===== config.mk =====
export PLATFORM = sky130hd
export DESIGN_NAME = counter_monitor
export DESIGN_NICKNAME = d
export VERILOG_FILES = /design/src/rtl/counter_monitor.sv
export SDC_FILE = /design/constraint.sdc
export NUM_CORES = 1
export LEC_CHECK = 0
export ABC_AREA = 0
export CELL_PAD_IN_SITES_DETAIL_PLACEMENT = 0
export CELL_PAD_IN_SITES_GLOBAL_PLACEMENT = 2
export CORE_UTILIZATION = 33
export CTS_CLUSTER_SIZE = 20
export DETAILED_ROUTE_END_ITERATION = 8
export PLACE_DENSITY = 0.78
export RECOVER_POWER = 25
export SYNTH_ARGS = -nofsm -noshare
export SYNTH_HDL_FRONTEND = slang
export SYNTH_SLANG_ARGS = --single-unit

===== constraint.sdc =====
create_clock -name clk -period 3.7 [get_ports clk]
set_input_delay 0.37 -clock clk [delete_from_list [all_inputs] [get_ports clk]]
set_output_delay 0.37 -clock clk [all_outputs]
set_load 0.01 [all_outputs]

===== src/rtl/counter_monitor.sv =====
// ============================================================================
// counter_monitor
// ----------------------------------------------------------------------------
// Observer/checker for an up/down counter output stream. Samples count_in on
// valid strobes, infers the direction of each step (up, down or hold), flags
// wrap-around events and counts illegal steps (glitches).
//
// Optional feature (compile-time macro):
//   COUNTER_MON_RST_DETECT_EN - when defined, a jump to 0 that is not a legal
//   0/+1/-1 step is reported as a counter reset on rst_seen instead of a
//   glitch. When undefined, rst_seen is absent and such a jump is a glitch.
//
// Parameters:
//   WIDTH        width of the observed count
//   ERR_CNT_W    width of the saturating glitch counter
//
// Ports:
//   clk           clock, all state on rising edge
//   rst           asynchronous active-high reset
//   clr           synchronous clear (back to INIT, counters zeroed)
//   valid         count_in carries a new sample this cycle
//   count_in      observed counter value
//   state         FSM state: INIT=0, HOLD=1, UP=2, DOWN=3
//   glitch        one-cycle pulse: illegal step detected
//   wrap_up       one-cycle pulse: legal step from max to 0
//   wrap_down     one-cycle pulse: legal step from 0 to max
//   run_len       consecutive same-direction steps, saturating at 255
//   glitch_count  glitches since reset/clr, saturating
//   rst_seen      (macro only) one-cycle pulse: counter reset to 0 observed
//
// All outputs are registered; a sample taken at edge N shows after edge N.
// ============================================================================
module counter_monitor #(
    parameter int WIDTH     = 8,
    parameter int ERR_CNT_W = 8
) (
    input  logic                 clk,
    input  logic                 rst,
    input  logic                 clr,
    input  logic                 valid,
    input  logic [WIDTH-1:0]     count_in,
    output logic [1:0]           state,
    output logic                 glitch,
    output logic                 wrap_up,
    output logic                 wrap_down,
    output logic [7:0]           run_len,
`ifdef COUNTER_MON_RST_DETECT_EN
    output logic [ERR_CNT_W-1:0] glitch_count,
    output logic                 rst_seen
`else
    output logic [ERR_CNT_W-1:0] glitch_count
`endif
);

    typedef enum logic [1:0] {
        ST_INIT = 2'd0,
        ST_HOLD = 2'd1,
        ST_UP   = 2'd2,
        ST_DOWN = 2'd3
    } mon_state_t;

    localparam logic [WIDTH-1:0]     CNT_MAX = '1;
    localparam logic [WIDTH-1:0]     STEP_UP = WIDTH'(1);
    localparam logic [7:0]           RUN_MAX = 8'hFF;
    localparam logic [ERR_CNT_W-1:0] ERR_MAX = '1;

    // Registered state and outputs
    mon_state_t           cur_q;
    logic [WIDTH-1:0]     prev_q;
    logic [7:0]           run_q;
    logic [ERR_CNT_W-1:0] err_q;
    logic                 glitch_q;
    logic                 wrap_up_q;
    logic                 wrap_down_q;
    logic                 rst_seen_q;

    // Next-state values
    mon_state_t           cur_d;
    logic [WIDTH-1:0]     prev_d;
    logic [7:0]           run_d;
    logic [ERR_CNT_W-1:0] err_d;
    logic                 glitch_d;
    logic                 wrap_up_d;
    logic                 wrap_down_d;
    logic                 rst_seen_d;

    // Modular step from the previous sample; wraps naturally at WIDTH bits.
    logic [WIDTH-1:0] delta;
    logic             zero_jump;

    assign delta = count_in - prev_q;

    // A jump to 0 that is not 0/+1/-1 is only reachable in the "other delta"
    // branch below, so count_in==0 alone identifies it there.
`ifdef COUNTER_MON_RST_DETECT_EN
    assign zero_jump = (count_in == '0);
`else
    assign zero_jump = 1'b0;
`endif

    // ------------------------------------------------------------------------
    // State register
    // ------------------------------------------------------------------------
    // NOTE: sequential state uses non-blocking assignments so every register
    // samples the pre-edge values regardless of statement order.
    always_ff @(posedge clk or posedge rst) begin
        if (rst) begin
            cur_q       <= ST_INIT;
            prev_q      <= '0;
            run_q       <= '0;
            err_q       <= '0;
            glitch_q    <= 1'b0;
            wrap_up_q   <= 1'b0;
            wrap_down_q <= 1'b0;
            rst_seen_q  <= 1'b0;
        end else begin
            cur_q       <= cur_d;
            prev_q      <= prev_d;
            run_q       <= run_d;
            err_q       <= err_d;
            glitch_q    <= glitch_d;
            wrap_up_q   <= wrap_up_d;
            wrap_down_q <= wrap_down_d;
            rst_seen_q  <= rst_seen_d;
        end
    end

    // ------------------------------------------------------------------------
    // Next-state and output logic
    // ------------------------------------------------------------------------
    always_comb begin
        // NOTE: every variable gets a default first so no path leaves one
        // unassigned, which would otherwise infer a latch.
        cur_d       = cur_q;
        prev_d      = prev_q;
        run_d       = run_q;
        err_d       = err_q;
        glitch_d    = 1'b0;
        wrap_up_d   = 1'b0;
        wrap_down_d = 1'b0;
        rst_seen_d  = 1'b0;

        if (clr) begin
            cur_d  = ST_INIT;
            prev_d = '0;
            run_d  = '0;
            err_d  = '0;
        end else if (valid) begin
            prev_d = count_in;
            if (cur_q == ST_INIT) begin
                // First sample only establishes the reference value.
                cur_d = ST_HOLD;
            end else if (delta == '0) begin
                cur_d = ST_HOLD;
                run_d = '0;
            end else if (delta == STEP_UP) begin
                cur_d     = ST_UP;
                wrap_up_d = (prev_q == CNT_MAX);
                if (cur_q != ST_UP)
                    run_d = 8'd1;
                else if (run_q != RUN_MAX)
                    run_d = run_q + 8'd1;
            end else if (delta == CNT_MAX) begin
                cur_d       = ST_DOWN;
                wrap_down_d = (prev_q == '0);
                if (cur_q != ST_DOWN)
                    run_d = 8'd1;
                else if (run_q != RUN_MAX)
                    run_d = run_q + 8'd1;
            end else if (zero_jump) begin
                cur_d      = ST_HOLD;
                run_d      = '0;
                rst_seen_d = 1'b1;
            end else begin
                // Illegal step: resynchronise on this sample via prev_d.
                cur_d    = ST_HOLD;
                run_d    = '0;
                glitch_d = 1'b1;
                if (err_q != ERR_MAX)
                    err_d = err_q + ERR_CNT_W'(1);
            end
        end
    end

    assign state        = cur_q;
    assign glitch       = glitch_q;
    assign wrap_up      = wrap_up_q;
    assign wrap_down    = wrap_down_q;
    assign run_len      = run_q;
    assign glitch_count = err_q;
`ifdef COUNTER_MON_RST_DETECT_EN
    assign rst_seen     = rst_seen_q;
`else
    // rst_seen_q is tied off in this build; keep it referenced.
    logic unused_rst_seen;
    assign unused_rst_seen = rst_seen_q;
`endif

endmodule


======== Yosys cells after proc, flatten, opt, wreduce, memory -nomap -nowiden ========
Cells that the tools add are included.
storage, ports and cells
  register bits after elaboration ......... 29
  input port bits ......................... 12
  output and inout port bits .............. 21
  word-level logic and storage cells ...... 69
operators by class
  add/sub/neg operators ................... 3
  eq/ne operators ......................... 11
  multiplexer cells ....................... 41
  reductions and logical operators ........ 7
operators with widths
  cell                                                 number
  two-way mux 8 bit                                    18
  two-way mux 1 bit                                    17
  adder 8 x 1 -> 8 bit, second input constant          2
  equality test 8 bit, second input constant           2
  zero test 8 bit                                      2
  != test 8 bit, second input constant                 2
  two-way mux 2 bit                                    6
  != test 2 bit, second input constant                 6
  equality test 8 x 1 -> 1 bit, second input constant  1
  subtractor 8 bit                                     1
  AND reduction 6 bit                                  1
  nonzero test 2 bit                                   2
  zero test 2 bit                                      1
  AND reduction 2 bit                                  1

======== Longest topological paths before layout ========
Gate-level depths: netlist of run 1.
  word-level depth ........................ 9
  mapped depth ............................ 12

======== Worst setup path after synthesis of run 1 ========
OpenSTA, ideal clock, no wires.
  path kind ............................... input to register
  start ................................... input count_in[0]
  end ..................................... register err_q[5], in the netlist glitch_count[5]
  library setup time ...................... 125 ps
  data arrival time ....................... 2736 ps
  slack ................................... 839 ps
  cell stages on the path ................. 12
  buffers on the path ..................... 1
  path through ............................ inv_1 -> ha_1 -> inv_1 -> fa_1 -> a211o_1 -> a2111o_1 -> o311ai_1 -> o21bai_2 -> nor2_4 -> buf_6 -> nor4_4 -> mux2_4
on the way
  longest elaborated chain between the ends .. 4
  elaborated cells on any way between the ends .. 8
RTL lines
  item                                               line  source
  from (decl)                                        41    input logic [WIDTH-1:0] count_in,
  subtractor 8 bit *                                 91    assign delta = count_in - prev_q;
  equality test 8 bit, or another cell as far along  163   end else if (delta == CNT_MAX) begin
  != test 2 bit (no source line)                     n/a
  AND reduction 6 bit (no source line) *             n/a
  to (signal assigned)                               120   err_q <= err_d;
  to (decl)                                          71    logic [ERR_CNT_W-1:0] err_q;
Every way passes the cells marked *; elsewhere a longest branch is shown, timed or not.
A chain may end at the register's enable or synchronous reset.

======== Worst setup path after layout of run 1 ========
  start ................................... input count_in[0]
  end ..................................... register err_q[2], in the netlist glitch_count[2]
The elaborated chain is that of the path after synthesis.

==> results of run 1 <==
## cells in the final DEF (no fill, tap or decap), types with 2 or more instances in the layout
cell	count
sky130_fd_sc_hd__mux2_4	3
sky130_fd_sc_hd__nand4_1	3
sky130_fd_sc_hd__and4_1	2
sky130_fd_sc_hd__nand2b_1	2
sky130_fd_sc_hd__xnor2_1	2
sky130_fd_sc_hd__nand3b_1	2
sky130_fd_sc_hd__ha_1	10
sky130_fd_sc_hd__a21o_1	2
sky130_fd_sc_hd__o31ai_1	3
sky130_fd_sc_hd__o211ai_1	2
sky130_fd_sc_hd__buf_4	3
sky130_fd_sc_hd__or2_2	2
sky130_fd_sc_hd__and3_1	4
sky130_fd_sc_hd__nor2_1	23
sky130_fd_sc_hd__clkbuf_1	2
sky130_fd_sc_hd__a211oi_1	2
sky130_fd_sc_hd__o21a_1	3
sky130_fd_sc_hd__nor4_4	2
sky130_fd_sc_hd__a22oi_1	4
sky130_fd_sc_hd__dfrtp_1	29
sky130_fd_sc_hd__mux2i_1	8
sky130_fd_sc_hd__a21oi_1	10
sky130_fd_sc_hd__clkdlybuf4s50_1	31
sky130_fd_sc_hd__nor2b_1	8
sky130_fd_sc_hd__inv_1	18
sky130_fd_sc_hd__clkbuf_8	6
sky130_fd_sc_hd__nor4_1	6
sky130_fd_sc_hd__nor3_1	5
sky130_fd_sc_hd__mux2_1	2
sky130_fd_sc_hd__nor4_2	3
sky130_fd_sc_hd__o21ai_0	12
sky130_fd_sc_hd__nand3_1	12
sky130_fd_sc_hd__xor2_1	4
sky130_fd_sc_hd__a311oi_1	2
sky130_fd_sc_hd__o22ai_1	2
sky130_fd_sc_hd__and2_1	2
sky130_fd_sc_hd__nand2_1	13
## worst max path at each step
stage | cells past startpoint | slack [ns] | endpoint | start
finish | 12 | 0.47 | glitch_count[2] | count_in[0]
global route | 12 | 0.28 | run_len[4] | count_in[0]
CTS | 12 | 0.47 | glitch_count[2] | count_in[0]
detailed placement | 12 | 0.18 | glitch_count[2] | count_in[0]
global placement | 12 | 0.24 | glitch_count[2] | count_in[0]
floorplan | 12 | 0.84 | glitch_count[5] | count_in[0]
## through the flow
| step | setup slack, ns | instance area, sq um | cells |
|---|---|---|---|
| after detailed placement | 0.179 | 2520 | 337 |
| after CTS | 0.469 | 2610 | 344 |
| after floorplan | 0.839 | 2140 | 235 |
| after global placement | 0.235 | 2520 | 337 |
| final | 0.471 | 2600 | 344 |
| after global routing | 0.283 | 2600 | 344 |
## registers in the layout (all words and copies together), names as in the netlist
register,flops
prev_q,8
wrap_down,1
state,2
glitch,1
run_len,8
wrap_up,1
glitch_count,8
## tightest hold or removal path: cells and delay by family (launching register included)
kind | cells | cell delay [ns]
simple gates | 1 | 0.06
compound gates | 1 | 0.07
flops | 1 | 0.39
## power groups by stage
stage	Clock, mW	Sequential, mW	Combinational, mW
global route	0.290	0.337	0.170
CTS	0.282	0.335	0.154
detailed placement	0	0.341	0.153
floorplan	0	0.339	0.108
global placement	0	0.341	0.155
finish	0.266	0.335	0.152
## area by class of cell
type	count	area, sq um	share of cell area [%]
Clock buffer	7	86.3	3.32
Tap cell	75	93.8	3.60
Sequential cell	29	726	27.9
Inverter	18	67.6	2.59
Timing Repair Buffer	36	347	13.3
Multi-Input combinational cell	179	1280	49.3
## routing by layer
layer	vias to the layer above	routed length [um]	track usage, %	share of wire, %
met5	-	0	0	0
met4	0	53	4.66	1.0
met3	6	165	3.63	3.2
met2	38	2290	27.6	44
met1	893	2670	23.0	52
li1	928	-	-	-
## cells by family after synthesis
family                     Yosys count  share of synthesized area [%]
muxes                               14                           7.42
and+or+nand+nor                     98                           27.5
buffers and inverters               27                           6.14
DFF                                 29                           33.9
AOI/OAI and AO/OA                   50                           15.8
xor gates and xnor gates             6                           2.45
adders and majority gates           11                           6.78
==> results.md, run 1 <==
* Max Root-Sink Buffers at 2
* Horizontal extent of the die at between 80 and 90 um
* Highest-delay cell along the critical path: sky130_fd_sc_hd__clkdlybuf4s50_1
* Critical Path Start Type: primary input
* Number of enable flip-flop cells after synthesis at 0
* Slew margin rel. at -14.4%
* Number of vias per cell after detailed routing at between 5 and 6
* Vertical die dimension at approximately 83 um
* CTS tree: built
* Fraction of post-synthesis cell area in the top cell type by area at between 30 and 40%
* Cell at the root of the clock tree: sky130_fd_sc_hd__clkbuf_8
* Pre-Repair DR Iteration Count at 4
* TritonCTS buffer count at 5
* Net switching fraction of the power at between 20% and 30%
* Power Dens Cells at approximately 290 mW/mm^2
* P_int at roughly 540 uW
* Worst Path Buf+Inv at 3
* Top area cells in the synthesized netlist: sky130_fd_sc_hd__dfrtp_1 (34%), sky130_fd_sc_hd__ha_1 (5.8%), sky130_fd_sc_hd__nor2_1 (4.0%)
* Starting Density at about a third
* Worst-Skew Late Latency at 0.28 ns
* Seq cells post-synth at 29
* Largest fanout on the critical path at 15
* Worst-case hold slack at between 0.5 and 0.6 ns
* Crit path required time at 3.86 ns
* Leakage power figure at roughly 1.1 nW
* Source of the worst register-to-register timing path: prev_q[0]
* Warning count from the yosys run at 0
* Worst reg-to-reg setup slack at 0.62 ns
* Share of synthesized flip-flops with an asynchronous set or reset at 100%
* Sink of the worst hold path: run_len[5]
* Family with the most delay on the worst path: compound AO/OA/AOI/OAI gates
* Floorplan Core Area at 0.00610 sq mm
* Clock-pin slew of the registers on the worst-case setup and hold paths at 0.06 ns
* Site row count at 28
* Wire length of the first global-routing pass at around 8700 um
* Commonest cells in the synthesized netlist: sky130_fd_sc_hd__dfrtp_1 (29), sky130_fd_sc_hd__nor2_1 (23), sky130_fd_sc_hd__inv_1 (18), sky130_fd_sc_hd__nand2_1 (13)
* Worst hold path stage count at 2
* Final GP Congestion at between 0.7 and 0.8
* Crit path capture type: register
* Worst Clk Skew at 0.00563 ns
* Net switching power at approximately 220 uW
* Sequential fraction of design power at 44.5%
* Power share of the clock group at 35.3%
* Post-CTS Hold Fix Bufs at 0
* Failing checks: max-capacitance violations, max-slew violations
* Number of instances in the synthesized netlist at 235
* Number of slew-limit violations in the final report at 30
* Count of nets after finishing at around 290
* Total of fill cells in the finished design at roughly 640
* Number of distinct library cells after synthesis at 58
* Overall routed net length at a little over 5000 um
* Final hold vios at 0
* Launch instance of the worst min-delay path: run_len[5]
* Antenna violations before repair at 0
* Chain of cells forming the critical path: clkdlybuf4s50_1, inv_1, ha_1, inv_1, fa_1, a211o_1, a2111o_1, o311ai_1, o21bai_2, nor2_4, nor4b_1, mux2_2
* Largest vdd supply drop at 0.148 mV
* Io pins at 33
* Share of layout cells above drive strength 1 at ~10%
* ANT nets after route at 0
* Netlist area before placement at 0.00214 sq mm
* Via count at between 1500 and 2000
* Per-instance average area after synthesis at about 9.1 sq um
* DRC violations left at 0
* # Max-Cap Violations at 1
* Sinks on the clock net at 29
* Power share of the combinational group at about a fifth
* Area Overhead vs Synth at 21.6%
* Overall power of the completed layout at 753 uW
* Number of antenna repair diodes at 0
* Library cell occupying the most area in the post-synthesis netlist: sky130_fd_sc_hd__dfrtp_1
* Worst-Margin Slew at between 1.5 and 2 ns
* Number of global-route vias before repair at between 1500 and 2000
* Leftover overflow at the end of global routing at 0
* Critical path arrival at 3.39 ns
* Starting DRT DRC Count at 73
* Synthesized net count at between 200 and 300
* Number of buffers inserted to repair setup after CTS at 0
* Cts repair resizes at 0
* Routed wire per std cell at roughly 15 um
* CP max stage delay at roughly 0.42 ns
* Number of port buffers at 32
* Status: finished with violations
* Overall track demand over capacity in global routing at between 10% and 20%
* Endpoint of the worst-slack reg-to-reg timing path: glitch_count[2]
* Depth of the CTS H-tree at 2
* Number of setup violations in the final report at 0
* Most used cell, CP: sky130_fd_sc_hd__inv_1
* Share of the yosys chip area belonging to registers at around a third
* Worst hold-check path type: reg -> reg
* Peak Freq at slightly above 0.3 GHz
* RSZ-0062 raised after global routing: false
* Setup TNS Final at 0 ns
* Share of the core filled with cells in the final layout at between 40 and 50%
* Largest net degree at the start of global routing at 30
* Minimum clock period at around 3.2 ns
* Main flop type after synthesis: sky130_fd_sc_hd__dfrtp_1
* Half-perimeter wire length after placement at roughly 3800 um
* Most frequent cell after synthesis: sky130_fd_sc_hd__dfrtp_1
* Area enclosed by the die boundary at 0.00681 sq mm
* R2R cell count at 10
* Startpoint-to-endpoint class of the critical path: in -> reg
* Ratio of final minimum period to clock period at just under 90%
No activity file was read; power rests on OpenSTA's default activity.
==> run 2, diff against run 1 <==
Settings changed: CORE_UTILIZATION 33 to 34, CTS_BUF_LIST set to sky130_fd_sc_hd__clkbuf_2, CTS_CLUSTER_DIAMETER set to 150, PLACE_DENSITY 0.78 to 0.8.
==> results.md, run 2 (synthesized netlist as in run 1, its figures left out) <==
* Status: finished with violations
* Failing checks: max-capacitance violations, max-slew violations
* Number of setup violations in the final report at 0 (unchanged)
* Minimum clock period at 3.11 ns (-0.122 ns)
* Crit path capture type: register
* Clock-pin slew of the registers on the worst-case setup and hold paths at 0.18 ns (+0.12 ns)
* Via count at 1855 (-0.54%)
* Final Worst Setup Slack at 0.593 ns (+0.122 ns)
* Number of slew-limit violations in the final report at 30 (unchanged)
* Number of vias per cell after detailed routing at 5.38 (-0.82%)
* Area enclosed by the die boundary at 0.00662 sq mm (-2.9%)
* Worst-Skew Late Latency at 0.38 ns (+0.10 ns)
* Highest-count cells in the layout ignoring fill and taps: sky130_fd_sc_hd__clkdlybuf4s50_1 (31), sky130_fd_sc_hd__dfrtp_1 (29), sky130_fd_sc_hd__nor2_1 (23)
* Number of antenna repair diodes at 0 (unchanged)
* Peak Freq at 0.322 GHz (+3.9%)
* Slew margin rel. at -12.5% (+1.9 points)
* Overall power of the completed layout at 724 uW (-3.9%)
* Worst hold-check path type: reg -> reg
* Launch instance of the worst min-delay path: run_len[5]
* Area Overhead vs Synth at 20.7%
* Pre-Repair DR Iteration Count at 4 (unchanged)
* # Max-Cap Violations at 1 (unchanged)
* Total cell area at the placement stage at 0.00252 sq mm (unchanged)
* Sinks on the clock net at 29 (unchanged)
* Worst reg-to-reg setup slack at 0.62 ns (about the same)
* Critical path arrival at 3.40 ns (about the same)
* Largest fanout on the critical path at 15 (unchanged)
* Source of the worst register-to-register timing path: prev_q[0]
* Routed wire per std cell at 14.7 um (-2.5%)
* Power Dens Cells at 280 mW/mm^2 (-3.1%)
* Overall routed net length at 5060 um (-2.3%)
* Worst-Margin Slew at 1.69 ns (-0.0285 ns)
* Crit path required time at 4.00 ns (+0.14 ns)
* R2R cell count at 10 (unchanged)
* CTS tree: built
* Number of buffers inserted to repair setup after CTS at 0 (unchanged)
* Final hold vios at 0 (unchanged)
* RSZ-0062 raised after global routing: false
* Ratio of final minimum period to clock period at 84.0% (-3.3 points)
* Critical Path Start Type: primary input
* Wire length of the first global-routing pass at 8660 um (about the same)
* Io pins at 33 (unchanged)
* Largest vdd supply drop at 0.189 mV (+28%)
* Largest net degree at the start of global routing at 30 (unchanged)
* Leading cell type in the layout, fill and taps excluded: sky130_fd_sc_hd__clkdlybuf4s50_1
* Share of the core filled with cells in the final layout at 43.1% (+0.42 points)
* Number of port buffers at 32 (unchanged)
* Share of layout cells above drive strength 1 at 10.4% (+0.33 points)
* Antenna violations before repair at 0 (unchanged)
* Starting Density at 35.7% (+0.62 points)
* Sink of the worst hold path: run_len[5]
* Floorplan Core Area at 0.00599 sq mm (-1.7%)
* Number of global-route vias before repair at 1756 (-1.0%)
* Worst Clk Skew at 0.0189 ns (+0.0132 ns)
* Site row count at 28 (unchanged)
* Post-layout instance area at 0.00258 sq mm (-0.77%)
* Cell at the root of the clock tree: sky130_fd_sc_hd__clkbuf_2
* Cts repair resizes at 0 (unchanged)
* Setup TNS Final at 0 ns (unchanged)
* TritonCTS buffer count at 5 (unchanged)
* DRC violations left at 0 (unchanged)
* Startpoint-to-endpoint class of the critical path: in -> reg
* ANT nets after route at 0 (unchanged)
* Leakage power figure at 1.05 nW (-0.73%)
* Endpoint of the worst-slack reg-to-reg timing path: glitch_count[2]
* Starting DRT DRC Count at 72 (-1.4%)
* Worst hold path stage count at 2 (unchanged)
* Final GP Congestion at 0.757 (-0.26%)
* Depth of the CTS H-tree at 2 (unchanged)
* Worst setup timing slack at the placement stage at 0.200 ns (+0.0211 ns)
* Half-perimeter wire length after placement at 3680 um (-2.0%)
* Overall track demand over capacity in global routing at 17.3% (+0.23 points)
* Post-CTS Hold Fix Bufs at 0 (unchanged)
* Count of nets after finishing at 292 (unchanged)
* Horizontal extent of the die at 81.4 um (-1.4%)
* Vertical die dimension at 81.4 um (-1.4%)
* Max Root-Sink Buffers at 2 (unchanged)
* Leftover overflow at the end of global routing at 0 (unchanged)
[run 2: cell count changes in the layout (fill, tap and decap cells not counted), sizes merged]
cell | before | now
bufinv | 0 | 1
clkinv | 0 | 1
clkbuf | 8 | 6
clkinvlp | 0 | 1
[run 2: area by class of cell]
class                           instances  area (sq um)
Multi-Input combinational cell        179          1280
Clock inverter                          3          41.3
Sequential cell                        29           726
Timing Repair Buffer                   36           347
Fill cell                             591          3410
Clock buffer                            5          25.0
Inverter                               18          67.6
Tap cell                               75          93.8
[run 2: per-stage QoR]
stage,hold slack (ns),instances
floorplan,0.448,235
global placement,0.548,337
detailed placement,0.550,337
CTS,0.329,345
global route,0.611,345
finish,0.578,345
[run 2: report_power, final]
part | switching [mW] | internal [mW] | total (mW)
sequential | 0.0106 | 0.325 | 0.335
combinational | 0.0877 | 0.0641 | 0.152
clock | 0.125 | 0.112 | 0.237
[run 2: layer usage]
layer	share of wire [%]	vias to the layer above	routed length [um]	track usage [%]
li1	-	923	-	-
met1	50	887	2520	23.5
met2	46	39	2320	27.5
met3	3.3	6	169	3.71
met4	1.1	0	58	4.82
met5	0	-	0	0
[run 2: critical path, cell delays in order]
cell and delay [ns]:
sky130_fd_sc_hd__clkdlybuf4s50_1 0.42, sky130_fd_sc_hd__inv_1 0.09, sky130_fd_sc_hd__ha_1 0.15, sky130_fd_sc_hd__inv_1 0.05, sky130_fd_sc_hd__fa_1 0.40, sky130_fd_sc_hd__a211o_1 0.33, sky130_fd_sc_hd__a2111o_1 0.37, sky130_fd_sc_hd__o311ai_1 0.10
sky130_fd_sc_hd__o21bai_2 0.25, sky130_fd_sc_hd__nor2_4 0.16, sky130_fd_sc_hd__nor4b_1 0.34, sky130_fd_sc_hd__mux2_2 0.37
[run 2: how the worst max path moves through the flow]
stage / from / endpoint / slack (ns) / depth (start not counted)
3_3_place_gp: count_in[0] / glitch_count[2] / 0.26 / 12
5_1_grt: count_in[0] / run_len[4] / 0.45 / 12
2_1_floorplan: count_in[0] / glitch_count[5] / 0.84 / 12
4_1_cts: count_in[0] / glitch_count[2] / 0.62 / 12
6_report: count_in[0] / glitch_count[2] / 0.59 / 12
3_5_place_dp: count_in[0] / glitch_count[2] / 0.20 / 12
